==> src/rtl/axi4_lite_slave_rw_arbiter.sv <==
// axi4_lite_slave_rw_arbiter
//   Buffers one AXI4-Lite write (AW + W) and one read (AR) and sequences them
//   onto a single-ported word backend, one access at a time. When a write and
//   a read are both ready, they alternate (round-robin). B and R responses are
//   generated here.
//
// Optional feature: define AXI4_LITE_ARB_ADDR_CHECK_EN to reject byte addresses
//   >= MEM_DEPTH*4 with SLVERR. A rejected access makes no backend access and
//   returns rdata=0, and it takes the same state path and latency as a normal
//   access. When the macro is undefined, the upper address bits are ignored
//   (addresses alias) and every response is OKAY.
//
// Ports
//   aclk, areset                   clock, asynchronous active-high reset
//   awaddr/awvalid/awready         write address channel
//   wdata/wstrb/wvalid/wready      write data channel
//   bresp/bvalid/bready            write response channel
//   araddr/arvalid/arready         read address channel
//   rdata/rresp/rvalid/rready      read data channel
//   mem_en/mem_we/mem_addr         backend strobe (one cycle per access), direction, word address
//   mem_wdata/mem_wstrb            backend write data and byte strobes
//   mem_rdata                      backend read data, valid the cycle after a read strobe
module axi4_lite_slave_rw_arbiter #(
    parameter int unsigned ADDR_WIDTH = 32,
    parameter int unsigned DATA_WIDTH = 32,
    parameter int unsigned MEM_DEPTH  = 256,
    localparam int unsigned STRB_WIDTH = DATA_WIDTH / 8,
    localparam int unsigned MEM_AW     = $clog2(MEM_DEPTH)
) (
    input  logic                  aclk,
    input  logic                  areset,
    input  logic [ADDR_WIDTH-1:0] awaddr,
    input  logic                  awvalid,
    output logic                  awready,
    input  logic [DATA_WIDTH-1:0] wdata,
    input  logic [STRB_WIDTH-1:0] wstrb,
    input  logic                  wvalid,
    output logic                  wready,
    output logic [1:0]            bresp,
    output logic                  bvalid,
    input  logic                  bready,
    input  logic [ADDR_WIDTH-1:0] araddr,
    input  logic                  arvalid,
    output logic                  arready,
    output logic [DATA_WIDTH-1:0] rdata,
    output logic [1:0]            rresp,
    output logic                  rvalid,
    input  logic                  rready,
    output logic                  mem_en,
    output logic                  mem_we,
    output logic [MEM_AW-1:0]     mem_addr,
    output logic [DATA_WIDTH-1:0] mem_wdata,
    output logic [STRB_WIDTH-1:0] mem_wstrb,
    input  logic [DATA_WIDTH-1:0] mem_rdata
);

    typedef enum logic [2:0] {
        IDLE    = 3'd0,
        WRITE   = 3'd1,
        WR_RESP = 3'd2,
        READ    = 3'd3,
        RD_CAPT = 3'd4,
        RD_RESP = 3'd5
    } state_t;

    state_t                state, state_d;
    logic                  last_wr, last_wr_d;      // 1 = last grant went to the write
    logic                  aw_full, aw_full_d, w_full, w_full_d, ar_full, ar_full_d;
    logic [ADDR_WIDTH-1:0] aw_addr, aw_addr_d, ar_addr, ar_addr_d;
    logic [DATA_WIDTH-1:0] w_data, w_data_d;
    logic [STRB_WIDTH-1:0] w_strb, w_strb_d;
    logic                  rd_err, rd_err_d;        // remembers a rejected read past AR buffer reuse
    logic                  awready_d, wready_d, arready_d;
    logic [1:0]            bresp_d, rresp_d;
    logic                  bvalid_d, rvalid_d;
    logic [DATA_WIDTH-1:0] rdata_d;
    logic                  mem_en_d, mem_we_d;
    logic [MEM_AW-1:0]     mem_addr_d;
    logic [DATA_WIDTH-1:0] mem_wdata_d;
    logic [STRB_WIDTH-1:0] mem_wstrb_d;
    logic                  wr_err_c, rd_err_c;

    // Out-of-range decode on the buffered addresses
`ifdef AXI4_LITE_ARB_ADDR_CHECK_EN
    localparam logic [ADDR_WIDTH-1:0] ADDR_LIMIT = ADDR_WIDTH'(MEM_DEPTH * 4);
    assign wr_err_c = (aw_addr >= ADDR_LIMIT);
    assign rd_err_c = (ar_addr >= ADDR_LIMIT);
`else
    logic unused_addr_c;
    assign wr_err_c      = 1'b0;
    assign rd_err_c      = 1'b0;
    assign unused_addr_c = ^{aw_addr, ar_addr};
`endif

    // State, buffers and all registered outputs
    always_ff @(posedge aclk or posedge areset) begin
        if (areset) begin
            state     <= IDLE;
            last_wr   <= 1'b0;
            aw_full   <= 1'b0;
            w_full    <= 1'b0;
            ar_full   <= 1'b0;
            aw_addr   <= '0;
            ar_addr   <= '0;
            w_data    <= '0;
            w_strb    <= '0;
            rd_err    <= 1'b0;
            awready   <= 1'b0;
            wready    <= 1'b0;
            arready   <= 1'b0;
            bresp     <= 2'b00;
            bvalid    <= 1'b0;
            rdata     <= '0;
            rresp     <= 2'b00;
            rvalid    <= 1'b0;
            mem_en    <= 1'b0;
            mem_we    <= 1'b0;
            mem_addr  <= '0;
            mem_wdata <= '0;
            mem_wstrb <= '0;
        end else begin
            state     <= state_d;
            last_wr   <= last_wr_d;
            aw_full   <= aw_full_d;
            w_full    <= w_full_d;
            ar_full   <= ar_full_d;
            aw_addr   <= aw_addr_d;
            ar_addr   <= ar_addr_d;
            w_data    <= w_data_d;
            w_strb    <= w_strb_d;
            rd_err    <= rd_err_d;
            awready   <= awready_d;
            wready    <= wready_d;
            arready   <= arready_d;
            bresp     <= bresp_d;
            bvalid    <= bvalid_d;
            rdata     <= rdata_d;
            rresp     <= rresp_d;
            rvalid    <= rvalid_d;
            mem_en    <= mem_en_d;
            mem_we    <= mem_we_d;
            mem_addr  <= mem_addr_d;
            mem_wdata <= mem_wdata_d;
            mem_wstrb <= mem_wstrb_d;
        end
    end

    // Next-state, buffer capture and output next values
    always_comb begin
        state_d     = state;
        last_wr_d   = last_wr;
        aw_full_d   = aw_full;
        w_full_d    = w_full;
        ar_full_d   = ar_full;
        aw_addr_d   = aw_addr;
        ar_addr_d   = ar_addr;
        w_data_d    = w_data;
        w_strb_d    = w_strb;
        rd_err_d    = rd_err;
        bresp_d     = bresp;
        bvalid_d    = bvalid;
        rdata_d     = rdata;
        rresp_d     = rresp;
        rvalid_d    = rvalid;
        mem_en_d    = 1'b0;
        mem_we_d    = 1'b0;
        mem_addr_d  = '0;
        mem_wdata_d = '0;
        mem_wstrb_d = '0;

        // Channel buffers fill independently of the FSM
        if (awvalid && awready) begin
            aw_full_d = 1'b1;
            aw_addr_d = awaddr;
        end
        if (wvalid && wready) begin
            w_full_d = 1'b1;
            w_data_d = wdata;
            w_strb_d = wstrb;
        end
        if (arvalid && arready) begin
            ar_full_d = 1'b1;
            ar_addr_d = araddr;
        end

        case (state)
            IDLE: begin
                // The write wins if it is alone, or on contention when the read went last
                if ((aw_full && w_full) && (!ar_full || !last_wr)) begin
                    state_d     = WRITE;
                    last_wr_d   = 1'b1;
                    mem_en_d    = !wr_err_c;
                    mem_we_d    = !wr_err_c;
                    mem_addr_d  = aw_addr[MEM_AW+1:2];
                    mem_wdata_d = w_data;
                    mem_wstrb_d = w_strb;
                end else if (ar_full) begin
                    state_d    = READ;
                    last_wr_d  = 1'b0;
                    rd_err_d   = rd_err_c;
                    mem_en_d   = !rd_err_c;
                    mem_addr_d = ar_addr[MEM_AW+1:2];
                end
            end
            WRITE: begin
                aw_full_d = 1'b0;
                w_full_d  = 1'b0;
                bvalid_d  = 1'b1;
                bresp_d   = wr_err_c ? 2'b10 : 2'b00;
                state_d   = WR_RESP;
            end
            WR_RESP: begin
                if (bready) begin
                    bvalid_d = 1'b0;
                    state_d  = IDLE;
                end
            end
            READ: begin
                ar_full_d = 1'b0;
                state_d   = RD_CAPT;
            end
            RD_CAPT: begin
                rdata_d  = rd_err ? '0 : mem_rdata;
                rresp_d  = rd_err ? 2'b10 : 2'b00;
                rvalid_d = 1'b1;
                state_d  = RD_RESP;
            end
            RD_RESP: begin
                if (rready) begin
                    rvalid_d = 1'b0;
                    state_d  = IDLE;
                end
            end
            default: state_d = IDLE;
        endcase

        // Each ready is the registered inverse of its buffer's full flag
        awready_d = !aw_full_d;
        wready_d  = !w_full_d;
        arready_d = !ar_full_d;
    end

endmodule
==> config.mk <==
export PLATFORM = sky130hd
export DESIGN_NAME = axi4_lite_slave_rw_arbiter
export DESIGN_NICKNAME = d
export VERILOG_FILES = /design/src/rtl/axi4_lite_slave_rw_arbiter.sv
export SDC_FILE = /design/constraint.sdc
export NUM_CORES = 1
export LEC_CHECK = 0
export BUFFER_PORTS_ARGS = -buffer_cell sky130_fd_sc_hd__buf_4
export CELL_PAD_IN_SITES_DETAIL_PLACEMENT = 0
export CELL_PAD_IN_SITES_GLOBAL_PLACEMENT = 1
export CORE_MARGIN = 5
export CORE_UTILIZATION = 37
export CTS_BUF_LIST = sky130_fd_sc_hd__clkbuf_16
export CTS_CLUSTER_SIZE = 25
export DETAILED_ROUTE_END_ITERATION = 7
export PLACE_DENSITY = 0.82
export SLEW_MARGIN = 15
export SYNTH_ARGS = -nofsm -noshare
export SYNTH_HDL_FRONTEND = slang
export SYNTH_SLANG_ARGS = --single-unit
==> constraint.sdc <==
create_clock -name aclk -period 4.8 [get_ports aclk]
set_clock_uncertainty 0.1 [all_clocks]
set_input_delay 0.48 -clock aclk [delete_from_list [all_inputs] [get_ports aclk]]
set_output_delay 0.48 -clock aclk [all_outputs]
set_load 0.03 [all_outputs]
==> impl_metrics.json, run 1 <==
{
  "outcome": "finished, final reports clean",
  "tritoncts": "yes",
  "grtUsageMet3": 0.07098,
  "synth_largest_type_area_fraction": 0.6788,
  "clock_insertion_delay_at_the_later_pin_of_the_skew_report_ns": 0.41,
  "power_w": 0.005031,
  "routed-via-count": 3260,
  "worst_ir_drop_vdd_mv": 0.2866,
  "initial_core_util": 0.3771,
  "die-height_um": 129.0,
  "cap_violations": 0,
  "gp_congestion": 0.7432,
  "dieArea_sq_mm": 0.01663,
  "share_of_synthesized_cell_area_in_and_or_nand_and_nor_gates": 0.07959,
  "critical_path_required_ns": 4.99,
  "worstReg2RegStart": "state[2]$_DFFE_PP0P_",
  "dominant_cells_by_area_after_synthesis": "sky130_fd_sc_hd__dfrtp_1 (68%), sky130_fd_sc_hd__mux2_2 (18%), sky130_fd_sc_hd__and2_1 (4.8%), sky130_fd_sc_hd__o211ai_1 (1.3%), sky130_fd_sc_hd__buf_4 (1.0%)",
  "critical_path.max_fanout": 33,
  "crit_start": "state[2]$_DFFE_PP0P_",
  "p_leak_nw": 3.478,
  "final_layout_size_suffix_gt1_frac": 0.5431,
  "detail_route.first_pass.iterations": 4,
  "min_tclk_post_route_ns": 1.883,
  "setup_bufs_post_cts": 0,
  "finalInstanceArea_sq_mm": 0.007199,
  "critPathKind": "flip-flop to flip-flop",
  "dominant_combinational_cell_family_by_area_after_synthesis": "multiplexers",
  "tightestPinTransition_ns": 0.9030,
  "cts-htree-levels": 4,
  "yosys.area_share.xor_xnor": 0,
  "use_met1": 0.1615,
  "finalSetupViolations": 0,
  "diodes_inserted": 0,
  "post-route-drc-count": 0,
  "route.detailed.vias_per_inst": 4.566,
  "synthDistinctLibCells": 27,
  "finalCoreUtilization": 0.5187,
  "setup.worst_path.start_class": "flip-flop",
  "synth-warning-count": 0,
  "power_per_cell_area_mw_per_mm2": 698.8,
  "finalHoldViolations": 0,
  "r2r_slack_ns": 2.92,
  "clock_sink_count": 142,
  "io_buffer_count": 173,
  "grt_first_pass_wirelength_um": 17560,
  "grt_usage": 0.1375,
  "drv_slew": 0,
  "final.setup.tns_ns": 0,
  "mean_instance_size_in_the_synthesized_netlist_sq_um": 15.04,
  "worst-r2r-cell-count": 4,
  "cts_buffers": 17,
  "area_growth_syn_to_layout_pct": 37.52,
  "maximum_operating_frequency_mhz": 531.0,
  "hpwlAfterDp_um": 7881,
  "timing.critical_path.arrival_ns": 2.07,
  "wire_length_per_cell_um": 15.61,
  "gr-total-overflow": 0,
  "crit_path_end_kind": "flip-flop",
  "reg2reg_to": "rdata[22]$_DFFE_PP0P_",
  "placed_cell_area_sq_mm": 0.006665,
  "most-common-layout-cells": "sky130_fd_sc_hd__buf_4 (176), sky130_fd_sc_hd__dfrtp_1 (142), sky130_fd_sc_hd__mux2_2 (83), sky130_fd_sc_hd__and2_1 (39), sky130_fd_sc_hd__clkbuf_16 (17)",
  "grtUsageMet2": 0.2149,
  "die_width_um": 129.0,
  "cts-resized-gates": 0,
  "worstHoldPathType": "primary input to asynchronous set/reset pin",
  "placement.setup.worst_slack_ns": 2.780,
  "fin_crit_sh": 0.3923,
  "vias_in_the_first_global_route": 3401,
  "rows": 43,
  "antenna_left": 0,
  "antenna_found_initial": 0,
  "synth_seq_cells": 142,
  "compound_gate_portion_of_the_synthesized_area": 0.03059,
  "clockBufferDepth": 2,
  "post_cts_hold_buffer_count": 0,
  "yosys.area_share.adder": 0,
  "pin_count_of_the_biggest_net_entering_global_routing": 90,
  "drt-initial-drc-count": 111,
  "drt-total-wl_um": 11150,
  "synth_mux_area_frac": 0.1807,
  "yosys.area.top_type": "sky130_fd_sc_hd__dfrtp_1",
  "synth_cells": 348,
  "clk_pin_slew_ns": 0.06,
  "final_common_cell": "sky130_fd_sc_hd__buf_4",
  "grt_busiest_layer": "met2",
  "setup_slack_ns": 2.917,
  "relSlewSlack": 0.3980,
  "fillCellCount": 1175,
  "final_net_count": 663,
  "synth-seq-area-share": 0.6788,
  "grt_setup_unrepaired": "no",
  "clk_root_buffer_cell": "sky130_fd_sc_hd__clkbuf_16",
  "num_io_pins": 226,
  "placeableCoreArea_sq_mm": 0.01388,
  "post_synthesis_cell_area_sq_mm": 0.005235
}
## kinds of logic (layout without fill, tap and decap cells)
kind of cell	Yosys count	count (layout)
AND/OR/NAND/NOR	68	68
flip-flops	142	142
other	1	4
buffers and inverters	27	210
multiplexers	84	84
AO/OA/AOI/OAI	26	26
## worst max path at each step
stage / cells after the start / end
CTS: 4 / mem_wdata[25]$_DFF_PP0_
finish: 4 / rdata[22]$_DFFE_PP0P_
floorplan: 1 / ar_addr[2]$_DFFE_PP0P_
global route: 4 / rdata[23]$_DFFE_PP0P_
global placement: 3 / w_data[22]$_DFFE_PP0P_
detailed placement: 3 / w_data[25]$_DFFE_PP0P_
## synthesized netlist by cell type
library cell	n
sky130_fd_sc_hd__and2_1	40
sky130_fd_sc_hd__nor2_1	3
sky130_fd_sc_hd__o31ai_1	1
sky130_fd_sc_hd__o211ai_1	9
sky130_fd_sc_hd__or4b_2	1
sky130_fd_sc_hd__buf_4	7
sky130_fd_sc_hd__a211oi_1	1
sky130_fd_sc_hd__or3_4	1
sky130_fd_sc_hd__mux2_1	1
sky130_fd_sc_hd__a21oi_1	10
sky130_fd_sc_hd__or3b_2	1
sky130_fd_sc_hd__nand2_1	6
sky130_fd_sc_hd__buf_6	3
sky130_fd_sc_hd__buf_2	4
sky130_fd_sc_hd__conb_1	1
sky130_fd_sc_hd__nand3b_1	2
sky130_fd_sc_hd__dfrtp_1	142
sky130_fd_sc_hd__nand3_1	9
sky130_fd_sc_hd__inv_1	5
sky130_fd_sc_hd__nor2b_1	2
sky130_fd_sc_hd__nor3_1	1
sky130_fd_sc_hd__clkbuf_1	8
sky130_fd_sc_hd__nor3b_4	1
sky130_fd_sc_hd__a21o_1	1
sky130_fd_sc_hd__nand2b_1	1
sky130_fd_sc_hd__mux2_2	83
sky130_fd_sc_hd__o21ai_0	4
## critical path, stage by stage, from the launching register on
cell                      delay, ns
sky130_fd_sc_hd__dfrtp_1       0.48
sky130_fd_sc_hd__nor2b_1       0.24
sky130_fd_sc_hd__nor2b_2       0.16
sky130_fd_sc_hd__buf_4         0.37
sky130_fd_sc_hd__mux2_2        0.39
## power breakdown
group	switching [W]	total (W)	leakage [nW]	internal [W]
Clock	0.000456	0.00120	0.269	0.000741
Combinational	0.00102	0.00185	1.44	0.000835
Sequential	0.000268	0.00198	1.77	0.00171
## cell type report
type / instances / area [sq um] / area share
Multi-Input combinational cell: 182 / 1541 / 0.2141
Inverter: 5 / 23.77 / 0.003302
Clock buffer: 17 / 425.4 / 0.05909
Timing Repair Buffer: 176 / 1321 / 0.1835
Tap cell: 180 / 225.2 / 0.03128
Sequential cell: 142 / 3553 / 0.4936
Clock inverter: 12 / 108.9 / 0.01512
## layer usage
metal / vias to the layer above / wire (um)
met5: - / 0
met4: 0 / 157
met3: 12 / 1177
met2: 107 / 5534
met1: 1607 / 4279
li1: 1534 / -
## flip-flops by register name, indices dropped and copies added (netlist names)
name and flops:
aw_addr 8, rdata 32, mem_wstrb 4, mem_en 1, bvalid 1, w_full 1
state 3, mem_we 1, aw_full 1, mem_addr 8, w_data 32, ar_full 1
w_strb 4, awready 1, mem_wdata 32, last_wr 1, ar_addr 8, arready 1
rvalid 1, wready 1
## metrics by stage
step	instances	hold slack, ns
after floorplan	351	0.3494
after global placement	685	0.3580
after detailed placement	685	0.3656
after CTS	714	0.1465
after global routing	714	0.1676
final	714	0.1204
Power figures use the tool's default switching activity.
==> run 2, diff against run 1 <==
CORE_UTILIZATION = 33   (was 37)
PLACE_DENSITY = 0.78   (was 0.82)
clock period = 1.7 ns   (was 4.8 ns; I/O delays follow)
==> impl_metrics.json, run 2 (synthesized netlist as in run 1, its figures left out) <==
{
  "final_net_count": 761,
  "io_buffer_count": 173,
  "clk_pin_slew_ns": 0.06,
  "cap_violations": 0,
  "gp_congestion": 0.7950,
  "final_layout_size_suffix_gt1_frac": 0.4772,
  "setup.worst_path.start_class": "flip-flop",
  "route.met3.wl_um": 922,
  "maximum_operating_frequency_mhz": 624.4,
  "drt-initial-drc-count": 127,
  "grt_first_pass_wirelength_um": 20070,
  "die-height_um": 136.0,
  "place_inst": 732,
  "worstPathCellList": "nor2b_1, nor2b_2, buf_12, mux2_2",
  "clock_sink_count": 142,
  "clock_insertion_delay_at_the_later_pin_of_the_skew_report_ns": 0.41,
  "final.setup.tns_ns": 0,
  "critPathKind": "flip-flop to flip-flop",
  "tightestPinTransition_ns": 0.5714,
  "worstHoldPathType": "primary input to flip-flop",
  "final_common_cell": "sky130_fd_sc_hd__buf_4",
  "initial_core_util": 0.3332,
  "fin_worst_hold_slack_ns": 0.07694,
  "vias_in_the_first_global_route": 4009,
  "largestRegisters": "mem_wdata x32, rdata x32, w_data x32",
  "clockBufferDepth": 2,
  "finalSetupViolations": 0,
  "power_per_cell_area_mw_per_mm2": 1778,
  "finalInstanceArea_sq_mm": 0.008270,
  "timing.critical_path.arrival_ns": 1.79,
  "finish.cell_count_without_fillers": 851,
  "antenna_found_initial": 0,
  "most-common-layout-cells": "sky130_fd_sc_hd__buf_4 (183), sky130_fd_sc_hd__dfrtp_1 (142), sky130_fd_sc_hd__dlygate4sd3_1 (87), sky130_fd_sc_hd__mux2_2 (83), sky130_fd_sc_hd__and2_1 (39)",
  "cts_buffers": 17,
  "count_of_buffer_and_inverter_cells_on_the_critical_path": 1,
  "power_w": 0.01470,
  "placed_cell_area_sq_mm": 0.006842,
  "maximum_single_stage_delay_on_the_critical_path_ns": 0.43,
  "num_io_pins": 226,
  "pin_count_of_the_biggest_net_entering_global_routing": 96,
  "clk_root_buffer_cell": "sky130_fd_sc_hd__clkbuf_16",
  "grt_usage": 0.1372,
  "die_width_um": 136.0,
  "top_layer": "met4",
  "route.layer.met1.wl_um": 4894,
  "hpwlAfterDp_um": 8159,
  "critical_path_required_ns": 1.89,
  "rows": 46,
  "diodes_inserted": 0,
  "critical-path-top-delay-family": "flip-flops",
  "routed-via-count": 3663,
  "dieArea_sq_mm": 0.01848,
  "finalHoldViolations": 0,
  "critical_path.max_fanout": 33,
  "placeableCoreArea_sq_mm": 0.01571,
  "outcome": "finished, final reports clean",
  "worst_ir_drop_vdd_mv": 1.020,
  "post-route-drc-count": 0,
  "wire_length_per_cell_um": 14.41,
  "route.detailed.vias_per_inst": 4.304,
  "grt_setup_unrepaired": "no",
  "drt-total-wl_um": 12270,
  "detail_route.first_pass.iterations": 4,
  "met2_wirelength_um": 6312,
  "setup_bufs_post_cts": 0,
  "area_growth_syn_to_layout_pct": 57.98,
  "gr-total-overflow": 0,
  "worst_path_max_delay_cell": "sky130_fd_sc_hd__dfrtp_1",
  "relSlewSlack": 0.6191,
  "antenna_left": 0,
  "crit_path_end_kind": "flip-flop",
  "cts-htree-levels": 4,
  "min_tclk_post_route_ns": 1.602,
  "tritoncts": "yes",
  "fin_crit_sh": 0.9421,
  "drv_slew": 0,
  "p_leak_nw": 3.911,
  "cts-resized-gates": 0
}
## run 2: metal layers
layer,track usage,vias up
li1,-,1733
met1,0.1607,1808
met2,0.2331,111
met3,0.05774,11
met4,0.03639,0
met5,0,-
## run 2: tightest hold or removal path: cells and delay by family
kind,cells,cell delay (ns)
buf+inv,1,0.07
compound gates,1,0.11
simple gates,1,0.17
## run 2: worst paths after layout
kind,start,end,slack (ns),cells past startpoint
min in group asynchronous,areset,mem_wstrb[2]$_DFF_PP0_,0.37,4
worst max register to register,state[1]$_DFFE_PP0P_,rdata[4]$_DFFE_PP0P_,0.1,4
worst max-delay path,state[1]$_DFFE_PP0P_,rdata[4]$_DFFE_PP0P_,0.1,4
worst min-delay path,wvalid,wready$_DFF_PP0_,0.08,3
worst min register to register,w_data[19]$_DFFE_PP0P_,mem_wdata[19]$_DFF_PP0_,0.38,1
max in group asynchronous,areset,mem_wdata[30]$_DFF_PP0_,0.65,4
## run 2: final cells by class
cell class              instances  area, sq um
clock inverters                15        132.6
inverters                       5        22.52
well taps                     216        270.3
multi-input cells             182         1541
flip-flops and latches        142         3553
repair buffers                274         2325
fillers                      1322         7442
clock buffers                  17        425.4
## run 2: per-stage QoR
step	util	setup WS, ns
floorplan	-	-0.3471
global placement	0.4354	0.1212
detailed placement	0.4354	0.1154
CTS	0.5264	0.08589
global route	0.5264	0.02239
finish	0.5264	0.09838
## run 2: repair_timing
item                                    CTS  global route
hold buffers                             87             0
hold endpoints to repair                230             0
endpoints found under the setup margin    0             0
## run 2: power breakdown
part,switching [W],internal (W)
Combinational,0.00308,0.00267
Clock,0.00134,0.00212
Sequential,0.000662,0.00483
